### src/rtl/trace_capture.sv
`default_nettype none
// ============================================================================
// Module      : trace_capture
// Description : Instruction-retire trace capture. A session begins on start,
//               accepts up to MAX_RECORDS retired (pc, instr) records into a
//               first-word-fall-through FIFO, drains, and then parks in DONE.
//               Records offered while the FIFO is full (and not popping) are
//               dropped and counted.
// Revision    : 1.0 - initial release
// ============================================================================
module trace_capture #(
  parameter int DEPTH       = 16,
  parameter int MAX_RECORDS = 51
) (
  input  logic        clk,
  input  logic        reset,
  input  logic        start,
  input  logic        cap_valid,
  input  logic [31:0] cap_pc,
  input  logic [31:0] cap_instr,
  input  logic        rec_ready,
  output logic        rec_valid,
  output logic [31:0] rec_pc,
  output logic [31:0] rec_instr,
  output logic [5:0]  rec_opcode,
  output logic [4:0]  rec_rs,
  output logic [4:0]  rec_rt,
  output logic [15:0] rec_offset,
  output logic [7:0]  rec_count,
  output logic [7:0]  drop_count,
  output logic        busy,
  output logic        done
);

  localparam int AW = $clog2(DEPTH);

  localparam logic [1:0] S_IDLE    = 2'd0;
  localparam logic [1:0] S_CAPTURE = 2'd1;
  localparam logic [1:0] S_DRAIN   = 2'd2;
  localparam logic [1:0] S_DONE    = 2'd3;

  localparam logic [AW:0] C_FULL = (AW + 1)'(DEPTH);
  localparam logic [7:0]  C_MAX  = 8'(MAX_RECORDS);

  logic [1:0]    state_q, state_d;
  logic [AW-1:0] wr_ptr_q, rd_ptr_q;
  logic [AW:0]   count_q, count_d;
  logic [7:0]    rec_count_q, rec_count_d;
  logic [7:0]    drop_count_q, drop_count_d;
  logic [63:0]   mem_q [DEPTH];

  logic w_empty;
  logic w_full;
  logic w_pop;
  logic w_attempt;
  logic w_push_ok;
  logic w_drop;
  logic w_clear;

  // A push while full is still accepted when the head leaves in the same
  // cycle: the write lands in the slot the pop is vacating.
  assign w_empty   = (count_q == '0);
  assign w_full    = (count_q == C_FULL);
  assign w_pop     = !w_empty && rec_ready;
  assign w_attempt = (state_q == S_CAPTURE) && cap_valid;
  assign w_push_ok = w_attempt && (!w_full || w_pop);
  assign w_drop    = w_attempt && !w_push_ok;
  assign w_clear   = start && ((state_q == S_IDLE) || (state_q == S_DONE));

  // State register.
  always_ff @(posedge clk or negedge reset) begin
    if (!reset) state_q <= S_IDLE;
    else        state_q <= state_d;
  end

  // Next-state logic; a session ends on the edge that accepts its last record.
  always_comb begin
    state_d = state_q;
    case (state_q)
      S_IDLE:    if (start) state_d = S_CAPTURE;
      S_CAPTURE: if (w_push_ok && ((rec_count_q + 8'd1) == C_MAX)) state_d = S_DRAIN;
      S_DRAIN:   if (w_empty) state_d = S_DONE;
      S_DONE:    if (start) state_d = S_CAPTURE;
      default:   state_d = S_IDLE;
    endcase
  end

  // Status outputs decoded from the current state.
  always_comb begin
    busy = 1'b0;
    done = 1'b0;
    case (state_q)
      S_CAPTURE: busy = 1'b1;
      S_DRAIN:   busy = 1'b1;
      S_DONE:    done = 1'b1;
      default: begin
        busy = 1'b0;
        done = 1'b0;
      end
    endcase
  end

  // Session counters: cleared when a session starts, bumped per push outcome.
  always_comb begin
    rec_count_d  = rec_count_q;
    drop_count_d = drop_count_q;
    if (w_clear) begin
      rec_count_d  = 8'd0;
      drop_count_d = 8'd0;
    end else begin
      if (w_push_ok) rec_count_d = rec_count_q + 8'd1;
      if (w_drop && (drop_count_q != 8'hFF)) drop_count_d = drop_count_q + 8'd1;
    end
  end

  // Occupancy tracks pushes and pops independently so full and empty differ.
  always_comb begin
    count_d = count_q;
    case ({w_push_ok, w_pop})
      2'b10:   count_d = count_q + 1'b1;
      2'b01:   count_d = count_q - 1'b1;
      default: count_d = count_q;
    endcase
  end

  // Counter, pointer and occupancy registers.
  always_ff @(posedge clk or negedge reset) begin
    if (!reset) begin
      rec_count_q  <= 8'd0;
      drop_count_q <= 8'd0;
      count_q      <= '0;
      wr_ptr_q     <= '0;
      rd_ptr_q     <= '0;
    end else begin
      rec_count_q  <= rec_count_d;
      drop_count_q <= drop_count_d;
      count_q      <= count_d;
      if (w_push_ok) wr_ptr_q <= wr_ptr_q + 1'b1;
      if (w_pop)     rd_ptr_q <= rd_ptr_q + 1'b1;
    end
  end

  // Storage array; no reset needed since outputs are masked while empty.
  always_ff @(posedge clk) begin
    if (w_push_ok) mem_q[wr_ptr_q] <= {cap_pc, cap_instr};
  end

  // Head record falls through combinationally; forced to zero when empty.
  always_comb begin
    rec_valid  = !w_empty;
    rec_pc     = w_empty ? 32'd0 : mem_q[rd_ptr_q][63:32];
    rec_instr  = w_empty ? 32'd0 : mem_q[rd_ptr_q][31:0];
    rec_opcode = rec_instr[31:26];
    rec_rs     = rec_instr[25:21];
    rec_rt     = rec_instr[20:16];
    rec_offset = rec_instr[15:0];
  end

  assign rec_count  = rec_count_q;
  assign drop_count = drop_count_q;

endmodule
`default_nettype wire

### config.mk
export PLATFORM = sky130hd
export DESIGN_NAME = trace_capture
export DESIGN_NICKNAME = d
export VERILOG_FILES = /design/src/rtl/trace_capture.sv
export SDC_FILE = /design/constraint.sdc
export NUM_CORES = 1
export LEC_CHECK = 0
export ABC_AREA = 1
export CAP_MARGIN = 5
export CELL_PAD_IN_SITES_DETAIL_PLACEMENT = 1
export CELL_PAD_IN_SITES_GLOBAL_PLACEMENT = 2
export CORE_MARGIN = 1.5
export CORE_UTILIZATION = 30
export CTS_BUF_LIST = sky130_fd_sc_hd__clkbuf_8 sky130_fd_sc_hd__clkbuf_16
export CTS_CLUSTER_SIZE = 16
export DETAILED_ROUTE_END_ITERATION = 6
export DONT_BUFFER_PORTS = 1
export PLACE_DENSITY = 0.64
export SETUP_SLACK_MARGIN = 0.05
export SYNTH_ARGS = -nofsm -noshare
export SYNTH_HDL_FRONTEND = slang
export SYNTH_SLANG_ARGS = --single-unit
### constraint.sdc
create_clock -name clk -period 4.6 [get_ports clk]
set_input_delay 0.92 -clock clk [delete_from_list [all_inputs] [get_ports clk]]
set_output_delay 0.92 -clock clk [all_outputs]
set_load 0.005 [all_outputs]
==> summary.txt <==
=====================================================================================================
DR pass1 iterations                                                                                 5
Std cell rows                                                                                     136
Arrival time of data at the critical path endpoint                                            3300 ps
Initial core utilization                                                                        0.303
Clock share of power                                                                            0.302
Antenna Diode Count                                                                                 0
Worst setup slack after layout                                                                 377 ps
Ratio of final minimum period to clock period                                                   0.918
Post-synthesis sequential area ratio                                                            0.753
Type of origin of the critical path                                                         flip-flop
Layout-stage area growth over the synthesis result                                              13.1%
Dominant combinational cell family by area after synthesis                               compound AO/OA/AOI/OAI gates
Total clock sinks                                                                               1,055
Leak pwr                                                                                    0.0146 uW
Post-CTS Setup Bufs                                                                                 0
Max transition margin                                                                           0.320
Number of global-route vias before repair                                                      26,256
Async S/R FF share, synth                                                                      0.0294
Final min period                                                                              4220 ps
Number of CTS-inserted buffers                                                                    114
Startpoint-to-endpoint class of the critical path                                          reg -> out
Total count of max-transition violations in the final report                                        0
Maximum achievable frequency                                                                0.237 GHz
Total length of routed wires                                                               124,000 um
Post-synth top flop                                                                      sky130_fd_sc_hd__edfxtp_1
Tightest Pin Transition                                                                       1020 ps
RSZ-0062 raised after global routing                                                               no
Pre-CTS setup slack                                                                           1040 ps
Reported max-cap violation count                                                                    0
Insertion delay to the later sink of the worst-skew pair                                       760 ps
Setup-failing EPs final                                                                             0
Gpl congestion                                                                                  0.700
Num ports                                                                                         184
DRC violation total after the first TritonRoute iteration                                       1,761
Port buffer count                                                                                   0
First-pass GRT wire length                                                                 182,000 um
Final core utilization                                                                          0.343
Hold Crit Class                                                                             in -> reg
Clock tree from TritonCTS                                                                       built
Xor/xnor cell area share of the yosys netlist                                                 0.00272
Net count, final                                                                                3,021
Fraction of layout cells with a size suffix above 1                                            0.0860
Peak ir drop on the vdd network                                                                529 uV
DRC Markers                                                                                         0
Initial antenna violation count                                                                     2
Combined area of all synthesized cells                                                    0.0419 mm^2
Placeable Area                                                                             0.138 mm^2
Area of the die                                                                            0.142 mm^2
Proportion of synthesized area in mux cells                                                         0
Number of nets produced by synthesis                                                            3,082
Synth Area in Compound Gates                                                                    0.133
Hpwl dp                                                                                     61,700 um
Number of distinct library cells after synthesis                                                   31
PwrDens                                                                                   620 mW/mm^2
Cell count after synthesis                                                                      2,998
Result of the run                                                                           completed
Overflow left after global routing                                                                  0
Final Hold Viols                                                                                    0
Simple-Gate Fraction of Synth Area                                                             0.0664
Number of synthesized register bits                                                             1,055
Antenna Nets Post-Route                                                                             0
Highest fanout seen on the critical path                                                           71
Switching power                                                                             10,800 uW
Worst setup EP type                                                                       output port
Combined global-route utilization of all metal layers                                           0.174
Clk buf depth                                                                                       3
Reg power frac                                                                                  0.390
Number of H-tree branching levels                                                                   3
Clock Tree Root                                                                          sky130_fd_sc_hd__clkbuf_16
Number of synthesized flops with an enable pin                                                  1,024
Vias after detailed routing                                                                    25,297
Cell internal power dissipation                                                             18,500 uW
Final Skew                                                                                    31.3 ps
Via density                                                                                      5.16
Average routed wire per standard cell                                                         25.2 um
Average size of a mapped cell                                                               14.0 um^2
Die width                                                                                      377 um
Clock-pin slew reported for the worst setup and hold paths after clock tree synthesis           60 ps
Die Y                                                                                          377 um
Critical path required time                                                                   3680 ps
Maximum number of pins on one net before global-route repair                                      147
Post-synthesis share of cell area spent on full adders, half adders and majority gates        0.00466
Logic pwr share                                                                                 0.308
Count of yosys warnings during synthesis                                                            0
Sw Share                                                                                        0.369
=====================================================================================================
[cell families (layout without fill, tap and decap cells)]
| logic type | count (synthesis) | count (layout) |
|---|---|---|
| and+or+nand+nor | 708 | 708 |
| AOI/OAI and AO/OA | 922 | 922 |
| xor gates and xnor gates | 13 | 13 |
| buffers and inverters | 285 | 322 |
| DFF | 1055 | 1055 |
| adders and majority gates | 15 | 15 |
[stage by stage]
| step | hold WS, ps | cell area [um^2] | std cells | TNS (ps) | total power [uW] |
|---|---|---|---|---|---|
| after floorplan | 456 | 41900 | 2998 | -82170 | 18200 |
| after global placement | 475 | 43700 | 4682 | 0 | 20800 |
| after detailed placement | 477 | 43700 | 4682 | 0 | 20900 |
| after CTS | 190 | 47300 | 4898 | 0 | 29800 |
| after global routing | 208 | 47400 | 4898 | 0 | 31000 |
| final | 253 | 47400 | 4898 | 0 | 29300 |
[final timing paths]
check / start / cells past startpoint / end / slack, ps
worst min register to register: count_q[4] / 1 / count_q[4] / 480
max in group asynchronous: reset / 2 / rd_ptr_q[1] / 3710
worst min-delay path: cap_pc[17] / 0 / mem_q[6][49] / 250
worst max register to register: state_q[1] / 7 / mem_q[5][61] / 1470
min in group asynchronous: reset / 2 / rd_ptr_q[0] / 680
worst max-delay path: rd_ptr_q[0] / 5 / rec_offset[13] / 380
[state kept, by name (all words and copies together) (netlist names)]
| name | cells |
|---|---|
| mem_q | 1024 |
| count_q | 5 |
| state_q | 2 |
| rec_count | 8 |
| rd_ptr_q | 4 |
| drop_count | 8 |
| wr_ptr_q | 4 |
[Yosys cell counts (29+ instances only)]
library cell | instances | share of area
sky130_fd_sc_hd__a21oi_1 | 71 | 0.0085
sky130_fd_sc_hd__buf_2 | 32 | 0.0038
sky130_fd_sc_hd__buf_4 | 49 | 0.0088
sky130_fd_sc_hd__buf_6 | 41 | 0.011
sky130_fd_sc_hd__clkbuf_1 | 120 | 0.011
sky130_fd_sc_hd__dfrtp_1 | 31 | 0.019
sky130_fd_sc_hd__edfxtp_1 | 1024 | 0.73
sky130_fd_sc_hd__inv_1 | 29 | 0.0026
sky130_fd_sc_hd__nand2_1 | 59 | 0.0053
sky130_fd_sc_hd__nand3_1 | 79 | 0.0094
sky130_fd_sc_hd__nor2_1 | 560 | 0.050
sky130_fd_sc_hd__o211ai_1 | 74 | 0.013
sky130_fd_sc_hd__o21ai_0 | 470 | 0.056
sky130_fd_sc_hd__o21ai_1 | 56 | 0.0067
sky130_fd_sc_hd__o221ai_1 | 182 | 0.038
sky130_fd_sc_hd__o22ai_1 | 67 | 0.010
[critical path: stages, from the launching register on]
cell                       delay [ps]
sky130_fd_sc_hd__dfrtp_4          720
sky130_fd_sc_hd__buf_4            640
sky130_fd_sc_hd__o21ai_0          190
sky130_fd_sc_hd__o221ai_1         330
sky130_fd_sc_hd__o211ai_1         140
sky130_fd_sc_hd__a21oi_1          440
[timing repair]
| action | in CTS | in global routing |
|---|---|---|
| resized for setup | 0 | 1 |
| endpoints found under the hold margin | 31 | 0 |
| endpoints found under the setup margin | 0 | 2 |
| hold buffers | 2 | 0 |
[cell type report]
type	instances	area (um^2)
inverters	33	165
fillers	14376	90700
clock buffers	115	2880
well taps	1863	2330
multi-input cells	1658	8780
repair buffers	75	916
flip-flops and latches	1055	31500
clock inverters	99	741
[layer usage]
layer / share of wire / track usage / wire [um] / vias to the layer above
met2: 0.48 / 0.284 / 58900 / 525
met1: 0.45 / 0.233 / 55200 / 13312
li1: - / - / - / 11287
met3: 0.052 / 0.0353 / 6390 / 173
met5: 0 / 0 / 0 / -
met4: 0.025 / 0.0502 / 3110 / 0
[placed cells by master (no fill, tap or decap), drive strengths merged, types with 6 or more instances in the layout]
| cell | synthesis | routed |
|---|---|---|
| o211ai | 74 | 74 |
| o22ai | 67 | 67 |
| o221ai | 182 | 182 |
| ha | 14 | 14 |
| inv | 33 | 54 |
| a21oi | 71 | 71 |
| bufinv | 0 | 7 |
| o21ai | 526 | 526 |
| nand3 | 79 | 79 |
| clkinvlp | 0 | 6 |
| buf | 130 | 74 |
| clkinv | 0 | 65 |
| dfrtp | 31 | 31 |
| nand2 | 61 | 61 |
| xor2 | 10 | 10 |
| edfxtp | 1024 | 1024 |
| clkbuf | 122 | 115 |
| nor2 | 560 | 560 |
[power groups by stage]
stage	clock [uW]	sequential (uW)	combinational, uW
floorplan	0	11400	6740
global placement	0	11600	9180
detailed placement	0	11600	9240
CTS	9100	11400	9300
global route	9440	11500	10100
finish	8870	11400	9030
Power figures use the tool's default switching activity.
